--- src/rtl/ledger_tx_driver.sv ---
// Initiator side of the ledger transaction interface.
// Commands are buffered in a small FIFO and issued to the ledger core, which
// cannot stall. Responses come back a fixed number of cycles after issue. A
// shadow pipe pairs each response with the tag of the command that caused it.
// Issue is credit-limited, so the response FIFO always has room for every
// response still in flight.
// Stream handshakes: a beat transfers on a rising clk edge where valid and
// ready are both high. A producer holds valid and its payload steady until
// that edge. The s_*/m_* ledger ports carry no ready.
module ledger_tx_driver #(
    parameter int USER_WIDTH    = 10,
    parameter int BALANCE_WIDTH = 64,
    parameter int TAG_WIDTH     = 8,
    parameter int CMD_DEPTH     = 4,
    parameter int RSP_DEPTH     = 4
) (
    input  logic                     clk,
    input  logic                     rst_n,
    input  logic                     enable,
    input  logic                     cmd_valid,
    output logic                     cmd_ready,
    input  logic [TAG_WIDTH-1:0]     cmd_tag,
    input  logic                     cmd_opcode,
    input  logic [USER_WIDTH-1:0]    cmd_user_a,
    input  logic [USER_WIDTH-1:0]    cmd_user_b,
    input  logic [BALANCE_WIDTH-1:0] cmd_amount_0,
    input  logic [BALANCE_WIDTH-1:0] cmd_amount_1,
    output logic                     s_valid,
    output logic                     s_opcode,
    output logic [USER_WIDTH-1:0]    s_user_a,
    output logic [USER_WIDTH-1:0]    s_user_b,
    output logic [BALANCE_WIDTH-1:0] s_amount_0,
    output logic [BALANCE_WIDTH-1:0] s_amount_1,
    input  logic                     m_valid,
    input  logic                     m_success,
    input  logic [USER_WIDTH-1:0]    m_user_a,
    input  logic [USER_WIDTH-1:0]    m_user_b,
    input  logic [BALANCE_WIDTH-1:0] m_bal_a_0,
    input  logic [BALANCE_WIDTH-1:0] m_bal_a_1,
    input  logic [BALANCE_WIDTH-1:0] m_bal_b_0,
    input  logic [BALANCE_WIDTH-1:0] m_bal_b_1,
    output logic                     rsp_valid,
    input  logic                     rsp_ready,
    output logic [TAG_WIDTH-1:0]     rsp_tag,
    output logic                     rsp_success,
    output logic [BALANCE_WIDTH-1:0] rsp_bal_a_0,
    output logic [BALANCE_WIDTH-1:0] rsp_bal_a_1,
    output logic [BALANCE_WIDTH-1:0] rsp_bal_b_0,
    output logic [BALANCE_WIDTH-1:0] rsp_bal_b_1,
    output logic [31:0]              cnt_issued,
    output logic [31:0]              cnt_success,
    output logic [31:0]              cnt_fail,
    output logic                     err_protocol
);

    localparam int CPW = $clog2(CMD_DEPTH);
    localparam int RPW = $clog2(RSP_DEPTH);
    localparam logic [CPW:0] CMD_FULL = (CPW+1)'(CMD_DEPTH);
    localparam logic [RPW:0] RSP_FULL = (RPW+1)'(RSP_DEPTH);

    typedef struct packed {
        logic [TAG_WIDTH-1:0]     tag;
        logic                     opcode;
        logic [USER_WIDTH-1:0]    user_a;
        logic [USER_WIDTH-1:0]    user_b;
        logic [BALANCE_WIDTH-1:0] amount_0;
        logic [BALANCE_WIDTH-1:0] amount_1;
    } cmd_t;

    typedef struct packed {
        logic [TAG_WIDTH-1:0]     tag;
        logic                     success;
        logic [BALANCE_WIDTH-1:0] bal_a_0;
        logic [BALANCE_WIDTH-1:0] bal_a_1;
        logic [BALANCE_WIDTH-1:0] bal_b_0;
        logic [BALANCE_WIDTH-1:0] bal_b_1;
    } rsp_t;

    // Command FIFO storage and control
    cmd_t           cmd_mem [CMD_DEPTH];
    logic [CPW-1:0] cmd_wr_ptr;
    logic [CPW-1:0] cmd_rd_ptr;
    logic [CPW:0]   cmd_count;
    logic           cmd_full;
    logic           cmd_empty;
    logic           cmd_push;
    logic           ready_en;
    cmd_t           cmd_in;
    cmd_t           cmd_head;

    // Response FIFO storage and control
    rsp_t           rsp_mem [RSP_DEPTH];
    logic [RPW-1:0] rsp_wr_ptr;
    logic [RPW-1:0] rsp_rd_ptr;
    logic [RPW:0]   rsp_count;
    logic           rsp_full;
    logic           rsp_push;
    logic           rsp_pop;
    rsp_t           rsp_in;
    rsp_t           rsp_out;

    // Issue, credit and shadow pipe
    logic [RPW:0]                credit;
    logic                        credit_free;
    logic                        issue;
    logic [2:0]                  sh_valid;
    logic [2:0][TAG_WIDTH-1:0]   sh_tag;
    logic [2:0][USER_WIDTH-1:0]  sh_user_a;
    logic [2:0][USER_WIDTH-1:0]  sh_user_b;
    logic                        proto_err;

    assign cmd_full  = (cmd_count == CMD_FULL);
    assign cmd_empty = (cmd_count == '0);
    assign cmd_ready = ready_en && !cmd_full;
    assign cmd_push  = cmd_valid && cmd_ready;
    assign cmd_in    = {cmd_tag, cmd_opcode, cmd_user_a, cmd_user_b, cmd_amount_0, cmd_amount_1};
    assign cmd_head  = cmd_mem[cmd_rd_ptr];

    assign rsp_full  = (rsp_count == RSP_FULL);
    assign rsp_valid = (rsp_count != '0);
    assign rsp_pop   = rsp_valid && rsp_ready;
    assign rsp_push  = m_valid && !rsp_full;
    assign rsp_in    = {sh_tag[2], m_success, m_bal_a_0, m_bal_a_1, m_bal_b_0, m_bal_b_1};
    // Data outputs read as zero whenever no response is presented
    assign rsp_out   = rsp_valid ? rsp_mem[rsp_rd_ptr] : '0;

    assign rsp_tag     = rsp_out.tag;
    assign rsp_success = rsp_out.success;
    assign rsp_bal_a_0 = rsp_out.bal_a_0;
    assign rsp_bal_a_1 = rsp_out.bal_a_1;
    assign rsp_bal_b_0 = rsp_out.bal_b_0;
    assign rsp_bal_b_1 = rsp_out.bal_b_1;

    // A response leaving this cycle frees its slot at the same edge, so an
    // issue may reuse it; this keeps one issue per cycle with a full window.
    assign credit_free = rsp_pop && (credit != '0);
    assign issue       = enable && !cmd_empty && ((credit < RSP_FULL) || credit_free);

    assign proto_err = (m_valid != sh_valid[2])
                     || (m_valid && ((m_user_a != sh_user_a[2]) || (m_user_b != sh_user_b[2])))
                     || (m_valid && rsp_full);

    // Hold cmd_ready low through reset, open it one edge after release
    always_ff @(posedge clk or negedge rst_n) begin
        if (!rst_n) ready_en <= 1'b0;
        else        ready_en <= 1'b1;
    end

    // Command FIFO payload write
    always_ff @(posedge clk) begin
        if (cmd_push) cmd_mem[cmd_wr_ptr] <= cmd_in;
    end

    // Command FIFO pointers and occupancy; the pop is the issue itself
    always_ff @(posedge clk or negedge rst_n) begin
        if (!rst_n) begin
            cmd_wr_ptr <= '0;
            cmd_rd_ptr <= '0;
            cmd_count  <= '0;
        end else begin
            if (cmd_push) cmd_wr_ptr <= cmd_wr_ptr + 1'b1;
            if (issue)    cmd_rd_ptr <= cmd_rd_ptr + 1'b1;
            case ({cmd_push, issue})
                2'b10:   cmd_count <= cmd_count + 1'b1;
                2'b01:   cmd_count <= cmd_count - 1'b1;
                default: cmd_count <= cmd_count;
            endcase
        end
    end

    // Issue register toward the ledger; fields hold between issues
    always_ff @(posedge clk or negedge rst_n) begin
        if (!rst_n) begin
            s_valid    <= 1'b0;
            s_opcode   <= 1'b0;
            s_user_a   <= '0;
            s_user_b   <= '0;
            s_amount_0 <= '0;
            s_amount_1 <= '0;
        end else begin
            s_valid <= issue;
            if (issue) begin
                s_opcode   <= cmd_head.opcode;
                s_user_a   <= cmd_head.user_a;
                s_user_b   <= cmd_head.user_b;
                s_amount_0 <= cmd_head.amount_0;
                s_amount_1 <= cmd_head.amount_1;
            end
        end
    end

    // Shadow pipe: stage 0 lines up with s_valid, stage 2 with m_valid
    always_ff @(posedge clk or negedge rst_n) begin
        if (!rst_n) begin
            sh_valid  <= '0;
            sh_tag    <= '0;
            sh_user_a <= '0;
            sh_user_b <= '0;
        end else begin
            sh_valid  <= {sh_valid[1:0], issue};
            sh_tag    <= {sh_tag[1:0], cmd_head.tag};
            sh_user_a <= {sh_user_a[1:0], cmd_head.user_a};
            sh_user_b <= {sh_user_b[1:0], cmd_head.user_b};
        end
    end

    // Response FIFO payload write
    always_ff @(posedge clk) begin
        if (rsp_push) rsp_mem[rsp_wr_ptr] <= rsp_in;
    end

    // Response FIFO pointers and occupancy
    always_ff @(posedge clk or negedge rst_n) begin
        if (!rst_n) begin
            rsp_wr_ptr <= '0;
            rsp_rd_ptr <= '0;
            rsp_count  <= '0;
        end else begin
            if (rsp_push) rsp_wr_ptr <= rsp_wr_ptr + 1'b1;
            if (rsp_pop)  rsp_rd_ptr <= rsp_rd_ptr + 1'b1;
            case ({rsp_push, rsp_pop})
                2'b10:   rsp_count <= rsp_count + 1'b1;
                2'b01:   rsp_count <= rsp_count - 1'b1;
                default: rsp_count <= rsp_count;
            endcase
        end
    end

    // Credit tracks in-flight plus queued responses
    always_ff @(posedge clk or negedge rst_n) begin
        if (!rst_n) begin
            credit <= '0;
        end else begin
            case ({issue, credit_free})
                2'b10:   credit <= credit + 1'b1;
                2'b01:   credit <= credit - 1'b1;
                default: credit <= credit;
            endcase
        end
    end

    // Statistics counters and sticky protocol error
    always_ff @(posedge clk or negedge rst_n) begin
        if (!rst_n) begin
            cnt_issued   <= '0;
            cnt_success  <= '0;
            cnt_fail     <= '0;
            err_protocol <= 1'b0;
        end else begin
            if (issue) cnt_issued <= cnt_issued + 1'b1;
            if (m_valid && m_success)  cnt_success <= cnt_success + 1'b1;
            if (m_valid && !m_success) cnt_fail    <= cnt_fail + 1'b1;
            if (proto_err) err_protocol <= 1'b1;
        end
    end

endmodule

--- config.mk ---
export PLATFORM = sky130hd
export DESIGN_NAME = ledger_tx_driver
export DESIGN_NICKNAME = d
export VERILOG_FILES = /design/src/rtl/ledger_tx_driver.sv
export SDC_FILE = /design/constraint.sdc
export NUM_CORES = 2
export LEC_CHECK = 0
export CAP_MARGIN = 20
export CORE_MARGIN = 2
export CORE_UTILIZATION = 50
export DETAILED_ROUTE_END_ITERATION = 7
export GPL_TIMING_DRIVEN = 0
export HOLD_SLACK_MARGIN = 0.12
export MAX_ROUTING_LAYER = met4
export PLACE_DENSITY = 0.76
export SLEW_MARGIN = 20
export SYNTH_ARGS = -nofsm -noshare
export SYNTH_HDL_FRONTEND = slang
export SYNTH_SLANG_ARGS = --single-unit
--- constraint.sdc ---
create_clock -name clk -period 7.7 [get_ports clk]
set_clock_uncertainty 0.2 [all_clocks]
set_input_delay 1.155 -clock clk [delete_from_list [all_inputs] [get_ports clk]]
set_output_delay 1.155 -clock clk [all_outputs]
set_load 0.1 [all_outputs]
# Word level (Yosys, flattened, before mapping)
# Memory sizes are Yosys's and may differ from the RTL's.
# Cells that the tools add are included.
# Widths: inputs -> output; s select.
[word_totals] elab_cells=88 ff_bits=352 mem_count=2 output_inout_bits=514 in_bits=440 mem_bits_rw=1688
[op_classes] addsub=13 n_reduce_logical=25 n_eq_ne=11 magnitude_cmp=1 mux=8
[mem_list] name="rsp_mem" depth=4 width=265 read_ports=1 rd_clocked_by_memory_dff=0 wr=1 line="92" rtl="rsp_t rsp_mem [RSP_DEPTH];"
[mem_list] name="cmd_mem" depth=4 width=157 read_ports=1 rd_clocked_by_memory_dff=0 wr=1 line="80" rtl="cmd_t cmd_mem [CMD_DEPTH];"
[op_table] operator="$mux 265" count=1
[op_table] operator="$add 32x1->32 const B" count=3
[op_table] operator="$ne 10x10->1" count=2
[op_table] operator="$pmux 3 s2" count=3
[op_table] operator="$logic_and 1x1->1" count=11
[op_table] operator="$add 3x1->3 const B" count=3
[op_table] operator="$sub 3x1->3 const B" count=3
[op_table] operator="$add 2x1->2 const B" count=4
[op_table] operator="$eq 2x1->1 const B" count=3
[op_table] operator="$eq 2x2->1 const B" count=3
[op_table] operator="$eq 3x3->1 const B" count=2
[op_table] operator="$reduce_bool 2->1" count=3
[op_table] operator="$reduce_bool 3->1" count=2
[op_table] operator="$logic_not 1->1" count=4
[op_table] operator="$logic_or 1x1->1" count=4
[op_table] operator="$mux 1" count=4
[op_table] operator="$logic_not 3->1" count=1
[op_table] operator="$lt 3x3->1 const B" count=1
[op_table] operator="$ne 1x1->1" count=1

# Depth between registers and ports, before layout
[logic_depth] ltp_word=7 depth_mapped=11

# Worst setup path after synthesis
# Ideal clock, no wire load.
[synth_timing] kind="input port to flip-flop" from="input m_valid" to="memory rsp_mem[0][0] (netlist name) (enable)" path_stages=3 arrival_ns=7.650 path_buffers=0 setup_ns=0.660 path_slack_ns=-0.810 path_cell_list="inv_1 -> a31oi_1 -> and2_1"
[synth_via] elab_chain_cells=3
[synth_rtl] item="start, declared" line="34" rtl="input logic m_valid,"
[synth_rtl] item="$logic_and 1x1->1" line="122" rtl="assign rsp_push = m_valid && !rsp_full;"
[synth_rtl] item="$mux 1" line="209" rtl="if (rsp_push) rsp_mem[rsp_wr_ptr] <= rsp_in;"
[synth_rtl] item="$mux 1 (not written as such)" line="209"
[synth_rtl] item="end, declared" line="92"
# No other way between the ends.

# Worst setup path after layout
[layout_timing] from="register rsp_count[2]" to="output rsp_bal_b_0[47]"
[layout_via] elab_chain_cells=2
[layout_rtl] item="start, declared" line="95" rtl="logic [RPW:0] rsp_count;"
[layout_rtl] item="start signal, assigned" line="222" rtl="2'b10: rsp_count <= rsp_count + 1'b1;"
[layout_rtl] item="start signal, assigned" line="223" rtl="2'b01: rsp_count <= rsp_count - 1'b1;"
[layout_rtl] item="start signal, assigned" line="224" rtl="default: rsp_count <= rsp_count;"
[layout_rtl] item="$reduce_bool 3->1" line="120" rtl="assign rsp_valid = (rsp_count != '0);"
[layout_rtl] item="$mux 265" line="125" rtl="assign rsp_out = rsp_valid ? rsp_mem[rsp_rd_ptr] : '0;"
[layout_rtl] item="end, declared" line="48" rtl="output logic [BALANCE_WIDTH-1:0] rsp_bal_b_0,"
# No other way between the ends.

==> key figures <==
Floorplanning
  • Die area: 0.155 mm^2
  • Num rows: 142
  • Core Footprint: between 0.15 and 0.2 mm^2
  • Starting Density: 50.4%
  • Die W: slightly below 400 um
  • Top Ports: 954
  • Die Y: between 300 and 400 um

Setup path
  • Critical path peak fanout: 10
  • Worst r2r src: rsp_count[2]
  • Setup CP Type: flip-flop to output port
  • Crit end category: output port
  • Setup crit start: rsp_count[2]
  • Critical Path Source Type: flip-flop
  • WP data required: 6340 ps
  • CP arrival: roughly 4700 ps

Layout
  • Area Overhead vs Synth: 26.6%
  • Final Util: 63.8%
  • Layout cell share with drive strength beyond 1: 17.3%
  • Number of nets in the layout: 5379
  • Most common cell after layout, fill and taps aside: edfxtp_1
  • Commonest cells after routing, fill and taps aside: 1688 x edfxtp_1, 934 x clkdlybuf4s50_1, 494 x nand2_1, 422 x mux4_2, 351 x dfrtp_1

CTS
  • Num CTS Buffers: 200
  • Worst-skew pair later-pin latency: a little over 800 ps
  • CTS tree: built
  • CTS resizes: 0
  • H-tree depth reported by CTS: 4
  • Worst-path clk slew: 60 ps
  • Post CTS Setup Buffer Count: 0
  • CTS Sinks: about 2000
  • Clock Path Buffers: 3
  • Clk root buf: clkbuf_16
  • CTS Hold Bufs: 1

GRT
  • Vias in the first global route: between 40000 and 50000
  • GRT Total Usage: 25.5%
  • Initial antenna violation count: 67
  • Maximum number of pins on one net before global-route repair: 95
  • First-pass GRT wire length: 275000 um
  • GR Overflow Total: 0

Logic synthesis
  • Synth top area cells: edfxtp_1 67%, mux4_2 13%, dfrtp_1 12%
  • Post-synthesis register bit count: 2039
  • Synthesized area per cell: 20.3 um^2
  • Top_reg_cell synth: edfxtp_1
  • Synth unique cells: 50
  • Post-Syn Area: 0.0757 mm^2
  • Seq/Total Area, Yosys: 78.5%
  • Async SR Flop Fraction: between 15 and 20%
  • Synth top area share: 66.9%
  • YS warnings: 0
  • Cell count after synthesis: ~3700
  • Syn Nets: 4178
  • Post-synth EDFFs: 1688
  • Area leader, netlist: edfxtp_1

Timing
  • Tmin final: 6010 ps
  • Worst-margin pin slew: ~1200 ps
  • Final hold viol count: 0
  • Setup Viol. Count Final: 0
  • Slew Limit Fails: 0
  • Unrepaired setup endpoints after global routing: false
  • Normalized max-slew margin: 18.2%
  • F_max: 166 MHz
  • Final period util: 78.1%

Hold path
  • Hold Crit Class: flip-flop to flip-flop
  • Min-Delay Startpoint: sh_user_a[1]

Routing
  • WL per Instance: 26.8 um
  • Initial DRC count: about 3200
  • Post-Route WL: 193000 um
  • Detailed Routing Iterations Pass 1: 7
  • DR vias: 39615
  • ANT nets after route: 0
  • Drt drc: 0
  • Vias/cell: 5.51

Status
  • Status: complete, no violations

Place
  • Detailed placer's ending HPWL: approximately 130000 um
  • GPL Wtd Cong: between 0.8 and 0.9
  • IO Port Bufs: 953

Job
  • Max cap viols: 0
-- per-stage QoR --
stage | hold slack [ps] | TNS, ps | std cells | setup slack (ps) | instance area [um^2]
finish | 125 | 0 | 7184 | 1690 | 95800
global route | 143 | 0 | 7173 | 1450 | 95800
CTS | 121 | 0 | 7112 | 1480 | 95700
detailed placement | 135 | 0 | 6735 | 2410 | 88800
global placement | 131 | -6657920 | 6690 | -11180 | 87800
floorplan | 131 | 0 | 3721 | 916 | 75700
-- synthesized netlist by cell type (2+ instances only) --
cell type and instances:
a31oi_1 2, and2_1 275, and3_1 17, and4_1 5, buf_1 17, buf_2 51, buf_4 8, clkbuf_1 86
dfrtp_1 351, edfxtp_1 1688, fa_1 3, ha_1 14, inv_1 24, mux2_2 2, mux2i_1 3, mux4_2 422
nand2_1 494, nand2b_1 2, nand3_1 29, nand4_1 29, nor2_1 21, nor3_1 13, nor4_1 8, o21ai_0 2
or2_2 2, or3_1 3, xnor2_1 80, xor2_1 48
-- registers in the layout, indices dropped and copies added (netlist names), 8 cells and up --
name and cells:
cnt_fail 32, s_amount_0 64, cmd_mem 628, s_user_b 10
sh_user_a 30, sh_user_b 30, cnt_issued 32, sh_tag 16
s_amount_1 64, cnt_success 32, rsp_mem 1060, rsp_in 8
s_user_a 10
-- area by class of cell --
class | count | area (um^2)
flip-flops and latches | 2039 | 59500
diodes | 72 | 180
clock buffers | 255 | 5470
plain buffers | 162 | 704
multi-input cells | 1495 | 15500
fillers | 10080 | 54300
clock inverters | 121 | 1330
repair buffers | 999 | 10600
inverters | 25 | 93.8
well taps | 2016 | 2520
-- worst max-delay path: stages (launching register included) --
cell and delay (ps):
dfrtp_1 430, nor3_4 110, inv_1 480, clkbuf_1 840, clkbuf_1 500, and2_1 200, clkdlybuf4s50_1 1250
-- worst paths after layout --
check	to	slack (ps)	cells after the start
min	sh_user_a[11]	120	0
max in group asynchronous	s_amount_0[25]	6080	2
min reg2reg	sh_user_a[11]	120	0
max reg2reg	credit[2]	3770	11
max	rsp_bal_b_0[47]	1690	6
min in group asynchronous	cnt_issued[5]	160	1
-- per-layer routing --
layer  GRT usage [%]  wire length [um]  up-vias
met2            40.6             95900     1689
met4            8.49              6130        0
met1            30.4             69900    20648
met5               -                 0        -
met3            8.90             20800      294
li1                -                 -    16984
-- kinds of logic (layout without fill, tap and decap cells) --
| kind of cell | count (synthesis) | count (layout) | synth area share [%] |
|---|---|---|---|
| flops | 2039 | 2039 | 78.5 |
| simple gates | 914 | 914 | 5.90 |
| mux | 427 | 427 | 12.6 |
| buf+inv | 187 | 1562 | 1.05 |
| xor+xnor | 128 | 128 | 1.48 |
| fa+ha+maj | 17 | 17 | 0.311 |
| compound gates | 8 | 8 | 0.0958 |
| other cells | 1 | 73 | 0.00495 |
Power is not shown: default switching activity piles up to over one toggle a cycle in this logic, so the estimate is an artifact.
